File: src/rtl/mips_multicycle_control_if.sv
// Memory handshake between the multicycle control FSM and the unified instruction/data memory.
// The controller (master) requests and the memory (slave) answers with Mem_Ready.
interface mips_multicycle_control_if;
    logic Mem_Req;
    logic Mem_Write;
    logic Mem_Ready;

    modport master (output Mem_Req, output Mem_Write, input Mem_Ready);
    modport slave  (input Mem_Req, input Mem_Write, output Mem_Ready);
endinterface

File: src/rtl/mips_multicycle_control.sv
// Main control FSM for the multicycle MIPS datapath: opcode decode, cycle sequencing,
// datapath enables/mux selects and the memory request/ready handshake.
//
// state   | enc | meaning
// FETCH   | 0   | read instruction at PC, PC <= PC+4 when memory is ready
// DECODE  | 1   | read registers, precompute branch target into ALUOut
// MEMADR  | 2   | compute load/store address A + SignImm
// MEMRD   | 3   | read data memory at ALUOut, wait for ready
// MEMWB   | 4   | write MDR into rt
// MEMWR   | 5   | write B to memory at ALUOut, wait for ready
// EXEC    | 6   | R-type ALU operation on A, B
// ALUWB   | 7   | write ALUOut into rd
// BRANCH  | 8   | compare A, B; load PC from ALUOut when equal
// ADDIEX  | 9   | A + SignImm
// ADDIWB  | 10  | write ALUOut into rt
// JUMP    | 11  | load PC with jump target
module mips_multicycle_control (
    input  logic                              clk,
    input  logic                              rst,
    mips_multicycle_control_if.master         mem,
    input  logic [5:0]                        Opcode,
    input  logic                              Zero,
    output logic                              I_or_D,
    output logic                              IR_Write,
    output logic                              PC_En,
    output logic                              Reg_Dst,
    output logic                              Mem_to_Reg,
    output logic                              Reg_Write,
    output logic                              ALU_Src_A,
    output logic [1:0]                        ALU_Src_B,
    output logic [1:0]                        ALU_Op,
    output logic [1:0]                        PC_Src,
    output logic [3:0]                        State
);

    localparam logic [5:0] OP_RTYPE = 6'b000000;
    localparam logic [5:0] OP_LW    = 6'b100011;
    localparam logic [5:0] OP_SW    = 6'b101011;
    localparam logic [5:0] OP_BEQ   = 6'b000100;
    localparam logic [5:0] OP_ADDI  = 6'b001000;
    localparam logic [5:0] OP_J     = 6'b000010;

    typedef enum logic [3:0] {
        S_FETCH  = 4'd0,
        S_DECODE = 4'd1,
        S_MEMADR = 4'd2,
        S_MEMRD  = 4'd3,
        S_MEMWB  = 4'd4,
        S_MEMWR  = 4'd5,
        S_EXEC   = 4'd6,
        S_ALUWB  = 4'd7,
        S_BRANCH = 4'd8,
        S_ADDIEX = 4'd9,
        S_ADDIWB = 4'd10,
        S_JUMP   = 4'd11
    } state_t;

    typedef struct packed {
        logic       mem_req;
        logic       mem_write;
        logic       i_or_d;
        logic       reg_dst;
        logic       mem_to_reg;
        logic       reg_write;
        logic       alu_src_a;
        logic [1:0] alu_src_b;
        logic [1:0] alu_op;
        logic [1:0] pc_src;
        logic       branch;
        logic       pc_write;
    } ctrl_t;

    // FETCH's IR/PC write is qualified by Mem_Ready outside this table.
    function automatic ctrl_t ctrl_of(state_t s);
        ctrl_t c;
        c = '0;
        case (s)
            S_FETCH:  begin c.mem_req = 1'b1; c.alu_src_b = 2'b01; end
            S_DECODE: begin c.alu_src_b = 2'b11; end
            S_MEMADR: begin c.alu_src_a = 1'b1; c.alu_src_b = 2'b10; end
            S_MEMRD:  begin c.mem_req = 1'b1; c.i_or_d = 1'b1; end
            S_MEMWB:  begin c.reg_write = 1'b1; c.mem_to_reg = 1'b1; end
            S_MEMWR:  begin c.mem_req = 1'b1; c.mem_write = 1'b1; c.i_or_d = 1'b1; end
            S_EXEC:   begin c.alu_src_a = 1'b1; c.alu_op = 2'b10; end
            S_ALUWB:  begin c.reg_write = 1'b1; c.reg_dst = 1'b1; end
            S_BRANCH: begin
                c.alu_src_a = 1'b1;
                c.alu_op    = 2'b01;
                c.pc_src    = 2'b01;
                c.branch    = 1'b1;
            end
            S_ADDIEX: begin c.alu_src_a = 1'b1; c.alu_src_b = 2'b10; end
            S_ADDIWB: begin c.reg_write = 1'b1; end
            S_JUMP:   begin c.pc_src = 2'b10; c.pc_write = 1'b1; end
            default:  c = '0;
        endcase
        return c;
    endfunction

    function automatic state_t next_of(state_t s, logic [5:0] op, logic rdy);
        state_t n;
        n = S_FETCH;
        case (s)
            S_FETCH:  n = rdy ? S_DECODE : S_FETCH;
            S_DECODE: begin
                case (op)
                    OP_LW, OP_SW: n = S_MEMADR;
                    OP_RTYPE:     n = S_EXEC;
                    OP_BEQ:       n = S_BRANCH;
                    OP_ADDI:      n = S_ADDIEX;
                    OP_J:         n = S_JUMP;
                    default:      n = S_FETCH;
                endcase
            end
            S_MEMADR: begin
                if (op == OP_LW)      n = S_MEMRD;
                else if (op == OP_SW) n = S_MEMWR;
                else                  n = S_FETCH;
            end
            S_MEMRD:  n = rdy ? S_MEMWB : S_MEMRD;
            S_MEMWR:  n = rdy ? S_FETCH : S_MEMWR;
            S_EXEC:   n = S_ALUWB;
            S_BRANCH: n = S_FETCH;
            S_ADDIEX: n = S_ADDIWB;
            default:  n = S_FETCH;
        endcase
        return n;
    endfunction

    state_t state;
    state_t state_nxt;
    ctrl_t  ctrl;
    logic   fetch_grant;

    always_comb state_nxt = next_of(state, Opcode, mem.Mem_Ready);

    // Outputs are registered alongside the state so they never glitch on decode.
    always_ff @(posedge clk or posedge rst) begin
        if (rst) begin
            state <= S_FETCH;
            ctrl  <= ctrl_of(S_FETCH);
        end else begin
            state <= state_nxt;
            ctrl  <= ctrl_of(state_nxt);
        end
    end

    // Reset gates every enable so a held reset never issues a fetch or a write.
    assign fetch_grant   = (state == S_FETCH) & mem.Mem_Ready & ~rst;
    assign IR_Write      = fetch_grant;
    assign PC_En         = ~rst & (fetch_grant | ctrl.pc_write | (ctrl.branch & Zero));
    assign mem.Mem_Req   = ctrl.mem_req & ~rst;
    assign mem.Mem_Write = ctrl.mem_write & ~rst;
    assign Reg_Write     = ctrl.reg_write & ~rst;
    assign I_or_D        = ctrl.i_or_d;
    assign Reg_Dst       = ctrl.reg_dst;
    assign Mem_to_Reg    = ctrl.mem_to_reg;
    assign ALU_Src_A     = ctrl.alu_src_a;
    assign ALU_Src_B     = ctrl.alu_src_b;
    assign ALU_Op        = ctrl.alu_op;
    assign PC_Src        = ctrl.pc_src;
    assign State         = state;

endmodule
File: src/flat_wrapper.sv
// flat-port wrapper written by rule: the top's interface ports become plain ports
module mips_multicycle_control_flat 
  (clk, rst, Opcode, Zero, I_or_D, IR_Write, PC_En, Reg_Dst, Mem_to_Reg, Reg_Write, ALU_Src_A, ALU_Src_B, ALU_Op, PC_Src, State, mem_Mem_Req, mem_Mem_Write, mem_Mem_Ready);
  mips_multicycle_control_if mem_i ();
  input  logic clk;
  input  logic rst;
  input  logic [5:0] Opcode;
  input  logic Zero;
  output logic I_or_D;
  output logic IR_Write;
  output logic PC_En;
  output logic Reg_Dst;
  output logic Mem_to_Reg;
  output logic Reg_Write;
  output logic ALU_Src_A;
  output logic [1:0] ALU_Src_B;
  output logic [1:0] ALU_Op;
  output logic [1:0] PC_Src;
  output logic [3:0] State;
  output wire logic [$bits(mem_i.Mem_Req)-1:0] mem_Mem_Req;
  output wire logic [$bits(mem_i.Mem_Write)-1:0] mem_Mem_Write;
  input wire logic [$bits(mem_i.Mem_Ready)-1:0] mem_Mem_Ready;
  assign mem_Mem_Req = mem_i.Mem_Req;
  assign mem_Mem_Write = mem_i.Mem_Write;
  assign mem_i.Mem_Ready = mem_Mem_Ready;
  mips_multicycle_control u_core (.clk(clk), .rst(rst), .mem(mem_i), .Opcode(Opcode), .Zero(Zero), .I_or_D(I_or_D), .IR_Write(IR_Write), .PC_En(PC_En), .Reg_Dst(Reg_Dst), .Mem_to_Reg(Mem_to_Reg), .Reg_Write(Reg_Write), .ALU_Src_A(ALU_Src_A), .ALU_Src_B(ALU_Src_B), .ALU_Op(ALU_Op), .PC_Src(PC_Src), .State(State));
endmodule
File: config.mk
export PLATFORM = sky130hd
export DESIGN_NAME = mips_multicycle_control_flat
export DESIGN_NICKNAME = d
export VERILOG_FILES = /design/src/rtl/mips_multicycle_control_if.sv /design/src/rtl/mips_multicycle_control.sv /design/src/flat_wrapper.sv
export SDC_FILE = /design/constraint.sdc
export NUM_CORES = 1
export LEC_CHECK = 0
export CORE_MARGIN = 2
export CORE_UTILIZATION = 35
export DETAILED_ROUTE_END_ITERATION = 8
export PLACE_DENSITY_LB_ADDON = 0.25
export REMOVE_ABC_BUFFERS = 1
export SKIP_CTS_REPAIR_TIMING = 1
export SYNTH_ARGS = -nofsm -noshare
export SYNTH_HDL_FRONTEND = slang
export SYNTH_SLANG_ARGS = --single-unit
export TNS_END_PERCENT = 10
File: constraint.sdc
create_clock -name clk -period 2.3 [get_ports clk]
set_input_delay 0.23 -clock clk [delete_from_list [all_inputs] [get_ports clk]]
set_output_delay 0.23 -clock clk [all_outputs]
set_load 0.01 [all_outputs]
==> flow_summary.toml <==
[outcome]
status = "completed"

[worst_setup_path]
path_max_fanout = 7
criticalPathCategory = "reg -> reg"
crit_required_ns = 2.51
worst_setup_path_end_kind = "register"
arrival_ns = 2.41
cp-start-kind = "register"

[timing]
fin_tns_setup_ns = 0
slew_viol_final = 0
finalCritPeriodShare_pct = 95.4
worst_pin_slew_ns = 0.679
fin_ws_ns = 0.107
max_freq_ghz = 0.456
finalHoldViolCount = 0
slew-limit-headroom_pct = 54.7
finalCriticalPeriod_ns = 2.19
setup_viol = 0
rsz0062_at_grt = "no"
finClkSkew_ns = 0.0103

[finish]
multi_input_area_sq_um = 512
final_nets = 150
final-seq-area_sq_um = 453
final_core_util_pct = 47.4
layout.cells.non_filler = 172
fillers = 285
synthToLayoutAreaGrowth_pct = 32.2
layout-drive-gt1-share_pct = 20.1
n_antenna_cell = 0

[detailed_routing]
drtPass1Iterations = 5
drt-initial-drc-count = 4
via_count = 913
ant_nets = 0
drc = 0
post_drt_wl_per_cell_microns = 13.8
vias_per_cell = 5.31
totalWireLength_microns = 2380

[synthesis]
synth_top_cell_area_share_pct = 37.5
synth_area_sq_um = 1070
async_flop_share_pct = 100
syn_avg_cell_area_sq_um = 9.71
synth-main-ff-cell = "dfrtp_1"
synth-seq-area-share_pct = 42.4
synth_top_cell_by_area = "dfrtp_1"
synth_cell_type_count = 43
yosys_warnings = 0
synth.area.top_cells = "dfrtp_1 (37%), buf_4 (5.6%), dfstp_2 (4.9%)"
synth_commonest_cells = "dfrtp_1 (16), a21oi_1 (8), buf_4 (8)"
ys_seq_elements = 18
synthCells = 110
synth_edf_count = 0
yosysMostFrequentCell = "dfrtp_1"

[global_route]
track_usage_pct = 15.2
grt_pass1_wl_microns = 3990
grt_pass1_vias = 893
grt_overflow = 0
grt_max_degree = 19
antenna_found_initial = 0

[floorplan]
die_area_sq_um = 3510
initial_core_util_pct = 35.9
die_w_microns = 59.3
coreArea_sq_um = 2980
placementRows = 20
io_pins = 29
die_y_microns = 59.3

[clock_tree]
cts_made_buffers = 3
clkTransAtPathRegs_ns = 0.11
cts_tree = "built"
htreeDepth = 1
clock-root-buffer = "clkbuf_4"
clock-sinks = 18
insertion_delay_ns = 0.29
clk_path_buf_depth = 2

[placed_design]
place_congestion = 0.868
dp_cells = 168
post-dp-hpwl_microns = 1870
dp_slack_ns = 0.0966
port_buffers = 28

[worst_hold_path]
hp-class = "in -> async"

[power]
vdd_drop_max_v = 0.000333
p_leak_uw = 0.000617
p_per_area_nw_per_um2 = 709

[flow_run]
maxCapViolCount = 0
==> cells in the final DEF (no fill, tap or decap), types with 2 or more instances in the layout <==
cell	n
and2b_1	2
nor2b_1	6
dfstp_2	2
inv_1	4
a21oi_1	8
nand2b_1	6
clkbuf_4	3
buf_4	10
nand2_1	5
o21ai_0	5
nor2_1	5
or3b_1	2
dfrtp_1	16
nor4b_1	2
nor3b_1	2
or3b_2	2
nor3_1	4
clkdlybuf4s50_1	28
==> stage by stage <==
stage          power [uW]  instance area, sq um  hold slack [ns]
2_1_floorplan         609                   975            0.167
3_3_place_gp          802                  1370            0.555
3_5_place_dp          812                  1370            0.564
4_1_cts              1010                  1410            0.512
5_1_grt              1070                  1410            0.550
6_report             1000                  1410            0.475
==> final timing paths <==
kind	start	end	slack, ns	cells after the start
max in group asynchronous	rst	u_core.I_or_D$_DFF_PP0_	1.39	2
hold reg to reg	u_core.State[3]$_DFF_PP0_	u_core.ALU_Src_A$_DFF_PP0_	0.58	2
setup / recovery	u_core.State[1]$_DFF_PP0_	u_core.ctrl[14]$_DFF_PP1_	0.11	5
min in group clk	u_core.State[3]$_DFF_PP0_	u_core.ALU_Src_A$_DFF_PP0_	0.58	2
hold / removal	rst	u_core.ctrl[0]$_DFF_PP0_	0.47	2
setup reg to reg	u_core.State[1]$_DFF_PP0_	u_core.ctrl[14]$_DFF_PP1_	0.11	5
==> kinds of logic after synthesis <==
kind of cell	Yosys count	synth area share, %
compound gates	25	16.9
xor+xnor	1	0.820
buf+inv	17	10.2
flops	18	42.4
mux	1	0.937
simple gates	48	28.8
==> where the power goes <==
| group | switching (uW) | leakage [uW] | internal [uW] | total (uW) |
|---|---|---|---|---|
| sequential | 14.2 | 0.000241 | 365 | 379 |
| combinational | 212 | 0.000355 | 219 | 431 |
| clock | 95.7 | 0.0000210 | 96.4 | 192 |
| total | 321 | 0.000617 | 680 | 1000 |
==> registers in the layout, indices dropped and copies added, names as in the netlist <==
name               count
u_core.ALU_Src_A       1
u_core.ALU_Op          2
u_core.ALU_Src_B       2
u_core.State           4
u_core.Reg_Dst         1
u_core.PC_Src          1
u_core.ctrl            5
u_core.Mem_to_Reg      1
u_core.I_or_D          1
==> area by class of cell <==
class	count	share of cell area, %
clock buffers	4	2.57
inverters	4	1.06
multi-input cells	75	36.2
flip-flops and latches	18	32.1
well taps	33	2.92
repair buffers	38	25.2
==> per-layer routing <==
| layer | GRT usage [%] | vias up | routed length (microns) |
|---|---|---|---|
| li1 | - | 443 | - |
| met1 | 18.1 | 426 | 1020 |
| met2 | 25.9 | 36 | 1180 |
| met3 | 2.84 | 8 | 123 |
| met4 | 7.47 | 0 | 59 |
| met5 | 0 | - | 0 |
==> worst max-delay path, cell delays in order (launching register included) <==
cell and delay (ns):
dfrtp_1 0.39, or4b_4 0.56, or3b_1 0.49, or2_4 0.32
a211oi_2 0.26, o31ai_2 0.09
Power figures use the tool's default switching activity.
